==> config.mk <==
export PLATFORM = sky130hd
export DESIGN_NAME = data_stack
export DESIGN_NICKNAME = d
export VERILOG_FILES = /design/src/rtl/data_stack.sv
export SDC_FILE = /design/constraint.sdc
export NUM_CORES = 1
export LEC_CHECK = 0
export ABC_CLOCK_PERIOD_IN_PS = 6100
export BUFFER_PORTS_ARGS = -buffer_cell sky130_fd_sc_hd__buf_2
export CAP_MARGIN = 20
export CORE_MARGIN = 2
export CORE_UTILIZATION = 30
export CTS_BUF_LIST = sky130_fd_sc_hd__clkbuf_4 sky130_fd_sc_hd__clkbuf_8
export CTS_CLUSTER_SIZE = 16
export DETAILED_ROUTE_END_ITERATION = 16
export SYNTH_ARGS = -nofsm -noshare
export SYNTH_HDL_FRONTEND = slang
export SYNTH_SLANG_ARGS = --single-unit
==> constraint.sdc <==
create_clock -name clk -period 6.1 [get_ports clk]
set_clock_uncertainty 0.05 [all_clocks]
set_input_delay 0.305 -clock clk [delete_from_list [all_inputs] [get_ports clk]]
set_output_delay 0.305 -clock clk [all_outputs]
set_load 0.005 [all_outputs]
==> src/rtl/data_stack.sv <==
// -----------------------------------------------------------------------------
// data_stack
//   Operand stack of the 16-bit stack CPU. The two topmost entries live in
//   registers and feed the ALU directly (tos -> operand b, nos -> operand a).
//   Entries below them spill into an internal array of DEPTH-2 words.
//   One stack operation is accepted per clock. Every output is registered.
//
// Ports
//   clk    in   1                rising-edge clock
//   reset  in   1                synchronous, active-high reset
//   op     in   2                00 NOP, 01 PUSH, 10 POP, 11 BINOP
//   din    in   WIDTH            value for PUSH, or ALU result for BINOP
//   tos    out  WIDTH            top entry (0 when count==0)
//   nos    out  WIDTH            second entry (0 when count<=1)
//   count  out  $clog2(DEPTH+1)  number of valid entries
//   empty  out  1                count==0
//   full   out  1                count==DEPTH
//   err    out  1                sticky, set by any illegal op until reset
// -----------------------------------------------------------------------------
module data_stack #(
  parameter  int WIDTH = 16,
  parameter  int DEPTH = 32,
  localparam int CW    = $clog2(DEPTH + 1)
) (
  input  logic             clk,
  input  logic             reset,
  input  logic [1:0]       op,
  input  logic [WIDTH-1:0] din,
  output logic [WIDTH-1:0] tos,
  output logic [WIDTH-1:0] nos,
  output logic [CW-1:0]    count,
  output logic             empty,
  output logic             full,
  output logic             err
);

  typedef enum logic [1:0] {
    OP_NOP   = 2'b00,
    OP_PUSH  = 2'b01,
    OP_POP   = 2'b10,
    OP_BINOP = 2'b11
  } op_e;

  localparam int SPILL_DEPTH = DEPTH - 2;
  // Index width of the spill array; kept at least 1 bit for DEPTH==3.
  localparam int SW = (SPILL_DEPTH > 1) ? $clog2(SPILL_DEPTH) : 1;

  logic [WIDTH-1:0] spill [SPILL_DEPTH];

  op_e              op_q;
  logic             do_push;
  logic             do_pop;
  logic             do_binop;
  logic             illegal;
  logic [CW-1:0]    count_next;
  logic [CW-1:0]    wr_full_idx;
  logic [CW-1:0]    rd_full_idx;
  logic [SW-1:0]    wr_idx;
  logic [SW-1:0]    rd_idx;
  logic [WIDTH-1:0] spill_top;

  assign op_q = op_e'(op);

  // Decode legality and compute the next count and spill addresses from the
  // pre-edge count.
  // NOTE: every signal driven here gets a default first, so no path through
  // the case statement can leave one unassigned and infer a latch.
  always_comb begin
    do_push    = 1'b0;
    do_pop     = 1'b0;
    do_binop   = 1'b0;
    illegal    = 1'b0;
    count_next = count;

    unique case (op_q)
      OP_NOP: ;
      OP_PUSH: begin
        if (full) illegal = 1'b1;
        else      do_push = 1'b1;
      end
      OP_POP: begin
        if (empty) illegal = 1'b1;
        else       do_pop  = 1'b1;
      end
      OP_BINOP: begin
        if (count < CW'(2)) illegal  = 1'b1;
        else                do_binop = 1'b1;
      end
      default: ;
    endcase

    if (do_push)               count_next = count + CW'(1);
    else if (do_pop || do_binop) count_next = count - CW'(1);

    // PUSH writes entry count-2 (old nos); POP/BINOP refill nos from entry
    // count-3. The ranges used never exceed the array, so truncation is safe.
    wr_full_idx = count - CW'(2);
    rd_full_idx = count - CW'(3);
  end

  assign wr_idx = wr_full_idx[SW-1:0];
  assign rd_idx = rd_full_idx[SW-1:0];

  // Asynchronous read of the deepest-but-two entry; zero when nothing is
  // spilled so nos zero-fills on the way down.
  assign spill_top = (count >= CW'(3)) ? spill[rd_idx] : '0;

  // NOTE: the spill array is deliberately left out of reset; count alone
  // decides which entries are valid, and skipping the clear keeps the array
  // mappable to plain RAM.
  always_ff @(posedge clk) begin
    if (!reset && do_push && (count >= CW'(2))) begin
      spill[wr_idx] <= nos;
    end
  end

  // Register slots and status flags.
  // NOTE: all sequential state uses non-blocking assignments so every
  // register samples pre-edge values regardless of statement order.
  always_ff @(posedge clk) begin
    if (reset) begin
      tos   <= '0;
      nos   <= '0;
      count <= '0;
      empty <= 1'b1;
      full  <= 1'b0;
      err   <= 1'b0;
    end else begin
      if (do_push) begin
        nos <= tos;
        tos <= din;
      end else if (do_pop) begin
        tos <= nos;
        nos <= spill_top;
      end else if (do_binop) begin
        tos <= din;
        nos <= spill_top;
      end

      if (illegal) err <= 1'b1;

      count <= count_next;
      empty <= (count_next == '0);
      full  <= (count_next == CW'(DEPTH));
    end
  end

endmodule

; ---- Yosys cells after proc, flatten, opt, wreduce, memory -nomap -nowiden
; Memory sizes are Yosys's and may differ from the RTL's.
; Index checks and enable logic that the tools add are counted.
[totals]
n_memories = 1
rom_bits = 0
mem_bits_rw = 480
reg_bits = 41
output_inout_bits = 41
wordCells = 45
latch_bits = 0
[classes]
magnitude_cmp = 3
div_mod_pow = 0
shift = 0
n_reduce_logical = 6
addsub = 4
mux = 21
n_mul = 0
n_bitwise = 0
n_eq_ne = 4
[mem_list]
columns = memory, depth, width, rd, rd_ports_with_merged_regs, write_ports, line
row1 = spill, 30, 16, 1, 0, 1, 48  ; logic [WIDTH-1:0] spill [SPILL_DEPTH];
[ops]
columns = operator, n
row1 = $mux W16, 7
row2 = $ge A6 B2 Y1 const B, 2
row3 = $mux W6, 2
row4 = $mux W1, 11
row5 = $sub A5 B2 Y5 const B, 2
row6 = $add A6 B1 Y6 const B, 1
row7 = $eq A6 B6 Y1 const B, 1
row8 = $logic_not A6 Y1, 1
row9 = $lt A6 B2 Y1 const B, 1
row10 = $sub A6 B1 Y6 const B, 1
row11 = $eq A2 B2 Y1 const B, 2
row12 = $pmux W1 S3, 1
row13 = $reduce_bool A3 Y1, 1
row14 = $eq A2 B1 Y1 const B, 1
row15 = $logic_and A1 B1 Y1, 2
row16 = $logic_not A1 Y1, 1
row17 = $logic_or A1 B1 Y1, 1

; ---- Logic depth before layout (Yosys ltp)
[logic_depth]
depth_word = 7
depth_mapped = 13

; ---- Worst setup path after synthesis
; OpenSTA, ideal clock, no wires.
[synth_timing]
path_type = register -> register
start = register count[0]
end = memory spill[29][0], enable pin
setup_slack_ns = 1.847
setup_time_ns = 0.430
period_less_slack_ns = 4.253
path_stages_with_launch = 9
t_arrival_ns = 3.773
n_path_buf = 3
path_cell_list = dfxtp_1 > inv_1 > buf_2 > buf_1 > clkbuf_1 > ha_1 > o31a_1 > nand2_1 > nor4_1
[synth_via]
elab_chain_cells = 4
word_cells_on_any_way = 5
[synth_rtl]
columns = element, line
row1 = from (decl), 31  ; output logic [CW-1:0] count,
row2 = from (signal assigned), 142  ; count <= count_next;
row3 = $ge A6 B2 Y1, 112  ; if (!reset && do_push && (count >= CW'(2))) begin
row4 = $logic_and A1 B1 Y1, 112
row5 = $mux W1, 112
row6 = $mux W1 (not written as such), 113  ; spill[wr_idx] <= nos;
row7 = to (decl), 48
; Several ways; a longest one is shown, not always the timed one.

; ---- Final worst setup path
[layout_timing]
start = register count[0]
end = register nos[7]
[layout_via]
elab_chain_cells = 6
word_cells_on_any_way = 11
[layout_rtl]
columns = element, line
row1 = $sub A5 B2 Y5, 98  ; rd_full_idx = count - CW'(3);
row2 = $mem_v2 Z30 W16, n/a
row3 = $mux W16, 106  ; assign spill_top = (count >= CW'(3)) ? spill[rd_idx] : '0;
row4 = $mux W16, 135  ; end else if (do_binop) begin
row5 = $mux W16, 132  ; end else if (do_pop) begin
row6 = $mux W16, 129  ; if (do_push) begin
row7 = to (signal assigned), 130  ; nos <= tos;
row8 = to (signal assigned), 134  ; nos <= spill_top;
row9 = to (signal assigned), 137  ; nos <= spill_top;
row10 = to (decl), 30  ; output logic [WIDTH-1:0] nos,
; Several ways; a longest one is shown, not always the timed one. The select of a mux whose other input is x is not followed.
; A chain may end at the register's enable or synchronous reset.

==> qor.csv <==
stage;metric;value;unit
synth;Mapped Cells;1122;
worst_setup_path;Worst EP arrival;5.18;ns
timing;fin crit share;0.777;
power_and_ir_drop;Sequential Power Share;0.380;
timing;final hold violations;0;
timing;setup TNS;0;ns
clocking;TritonCTS clock tree;built;
detailed_routing;Post-DRT Antenna Nets;0;
worst_setup_path;Worst setup SP type;register;
timing;final setup vio count;0;
placement;DPL Wire Length;30700;um
floorplan;die width;269;um
clocking;# Post-CTS Setup Buffers;0;
synth;Async SR Flop Fraction;0;
finish;share of layout cells above drive strength 1;0.316;
floorplan;die height;269;um
floorplan;I/O pin count;61;
power_and_ir_drop;Clk pwr share;0.248;
clocking;Num CTS Buffers;86;
detailed_routing;Pre-antenna DRT Iters;6;
worst_setup_path;reg2reg setup slack;1.36;ns
power_and_ir_drop;Peak VDD IR;240;uV
detailed_routing;DR WL/cell;22.4;um
worst_setup_path;crit path from;count[0]$_SDFF_PP0_;
synth;commonest cells in the netlist;480 x edfxtp_1, 97 x mux4_2, 93 x mux2i_1, 56 x nor2_1, 48 x mux2_2;
detailed_routing;DR vias;11101;
clocking;# H-tree levels;3;
clocking;Clock Latency Late Sink;0.67;ns
placement;GP Congestion;0.804;
worst_setup_path;r2r endpoint;nos[7]$_SDFFE_PP0P_;
worst_setup_path;CP endpoint;nos[7]$_SDFFE_PP0P_;
global_route;initial antenna violation count;0;
flow_run;Max Cap Violations;0;
worst_setup_path;slowest cell delay on critical path;1.06;ns
floorplan;die area;72100;um^2
worst_setup_path;Critical Path End Type;register;
synth;largest area contributor in the netlist;edfxtp_1;
floorplan;Core Region;68900;um^2
synth;top cells by area, synth;edfxtp_1 69%, mux4_2 10%, mux2i_1 4.4%;
hold_path;Worst Hold Class;in2reg;
floorplan;num rows;96;
worst_setup_path;critical path fanouts, max;59;
synth;Synth top area share;0.687;
timing;Max Slew Vio Count;0;
worst_setup_path;crit path kind;reg2reg;
global_route;vias in the first global route;11391;
power_and_ir_drop;PwrDens;495;nW/um^2
worst_setup_path;Reg-to-Reg Start;count[0]$_SDFF_PP0_;
timing;Peak Freq;0.211;GHz
finish;Register Area;15200;um^2
power_and_ir_drop;Int Power;8.04;mW
global_route;global route overflow;0;
worst_setup_path;critical path, cell by cell;clkinv_2 > ha_4 > buf_12 > mux4_2 > mux2_2 > a211oi_1 > o221ai_1;
finish;area growth from synthesis to layout;16.9;%
synth;Mean Syn Cell Area;18.7;um^2
global_route;global-route usage over all layers;0.143;
synth;Post-Syn Area;21000;um^2
floorplan;Initial Utilization;0.304;
synth;unique cell type count in the Yosys netlist;55;
global_route;largest net degree at the start of global routing;80;
clocking;Clock Sinks;521;
synth;Post-synth EDFFs;480;
outcome;outcome;finished, final reports clean;
synth;Synth Register Bits;521;
clocking;Root Buffer Master;clkbuf_8;
power_and_ir_drop;combinational power share;0.372;
synth;register area share after synthesis;0.726;
worst_setup_path;Worst R2R Path Depth;7;
detailed_routing;drt drc;0;
timing;worst-margin pin slew;0.963;ns
global_route;first-pass GRT wire length;75500;um
finish;footprint of the multi-input gates;5420;um^2
clocking;Clock transition at path regs;0.06;ns
timing;Rel. slew slack;0.356;
power_and_ir_drop;Sw Ratio;0.339;
synth;Post-synth top flop;edfxtp_1;
detailed_routing;vias per std cell;4.88;
clocking;maximum buffer depth of the clock tree;3;
power_and_ir_drop;Final Power;12.2;mW
timing;RSZ-0062 raised after global routing;no;
power_and_ir_drop;Psw;4.12;mW
placement;number of port buffers;60;
worst_setup_path;slowest cell on the critical path;ha_4;
synth;Mapped Nets;1151;
finish;cell area after layout;24500;um^2
power_and_ir_drop;Leakage;8.16;nW
timing;min Tclk post-route;4.74;ns
finish;Antenna Cells;0;
finish;fill count;6488;
finish;final std cells w/o fill;2277;
finish;Layout Nets;1308;
placement;DP Cell Count;2105;
placement;placed cell area;22700;um^2
synth;most common cell in the synthesized netlist;edfxtp_1;
worst_setup_path;Required @ worst endpoint;6.55;ns
detailed_routing;initial DRC count;1059;
hold_path;hold path cells;2;
detailed_routing;final wirelength;51100;um
synth;Yosys Warn Count;0;
-- repair_timing --
action,4_1_cts,5_1_grt
hold endpoints to repair,17,0
gates resized for setup,0,0
hold buffers,17,0
-- registers in the layout, indices dropped and copies added (netlist names) --
name,flops
nos,16
count,6
empty,1
err,1
tos,16
spill,480
full,1
-- critical path, delay by kind of cell, from the launching register on --
kind	cells	cell delay [ns]
buffers and inverters	2	1.17
adders and majority gates	1	1.06
muxes	2	0.86
DFF	1	0.71
AOI/OAI and AO/OA	2	0.68
-- cell usage in the layout, fill, tap and decap left out, types with 12 or more instances in the layout --
master / instances
nor2_1: 56
dfxtp_1: 41
buf_2: 60
o221ai_1: 16
mux2_2: 48
mux4_2: 97
a211oi_1: 33
nand2_1: 44
dlygate4sd3_1: 17
clkbuf_4: 36
buf_4: 56
a21boi_0: 16
clkinv_1: 12
o31ai_1: 16
edfxtp_1: 480
a21oi_1: 19
clkbuf_8: 94
inv_1: 20
mux2i_1: 93
-- worst min path at each step --
stage	startpoint	to	slack [ns]
after floorplan	reset	count[5]$_SDFF_PP0_	0.33
after global placement	err$_SDFFE_PP0P_	err$_SDFFE_PP0P_	0.40
after detailed placement	err$_SDFFE_PP0P_	err$_SDFFE_PP0P_	0.42
after CTS	reset	err$_SDFFE_PP0P_	0.05
after global routing	reset	err$_SDFFE_PP0P_	0.1
final	reset	err$_SDFFE_PP0P_	0.09
-- layer usage --
metal  vias up  global-route usage  wire length [um]
met2       362               0.230             24600
met3        83              0.0377              3160
met5         -                   0                 0
met4         0              0.0420              1170
li1       4866                   -                 -
met1      5790               0.190             22100
-- cell type report --
cell class,instances,area share
Clock inverter,25,0.00596
Clock buffer,130,0.0637
Timing Repair Buffer,135,0.0379
Multi-Input combinational cell,513,0.221
Tap cell,931,0.0475
Sequential cell,521,0.621
Inverter,22,0.00342
-- logic make-up after synthesis --
group                      after synthesis  synth area share
xor gates and xnor gates                 9           0.00376
adders and majority gates                9           0.00536
DFF                                    521             0.726
AOI/OAI and AO/OA                      121            0.0439
buffers and inverters                   88            0.0178
and+or+nand+nor                        136            0.0292
muxes                                  238             0.174
-- metrics by stage --
step / util / setup WS (ns) / hold slack, ns
finish: 0.356 / 1.36 / 0.0931
global route: 0.356 / 1.03 / 0.0956
CTS: 0.356 / 1.21 / 0.0454
detailed placement: 0.329 / 1.22 / 0.421
global placement: 0.329 / 1.32 / 0.402
floorplan: - / 1.85 / 0.328
-- power by group through the flow --
| stage | logic (mW) | clock network, mW | registers (mW) |
|---|---|---|---|
| 2_1_floorplan | 3.04 | 0 | 4.73 |
| 3_3_place_gp | 4.54 | 0 | 4.68 |
| 3_5_place_dp | 4.58 | 0 | 4.69 |
| 4_1_cts | 4.60 | 3.09 | 4.62 |
| 5_1_grt | 4.85 | 3.25 | 4.64 |
| 6_report | 4.53 | 3.01 | 4.62 |
No activity file was read; power rests on OpenSTA's default activity.
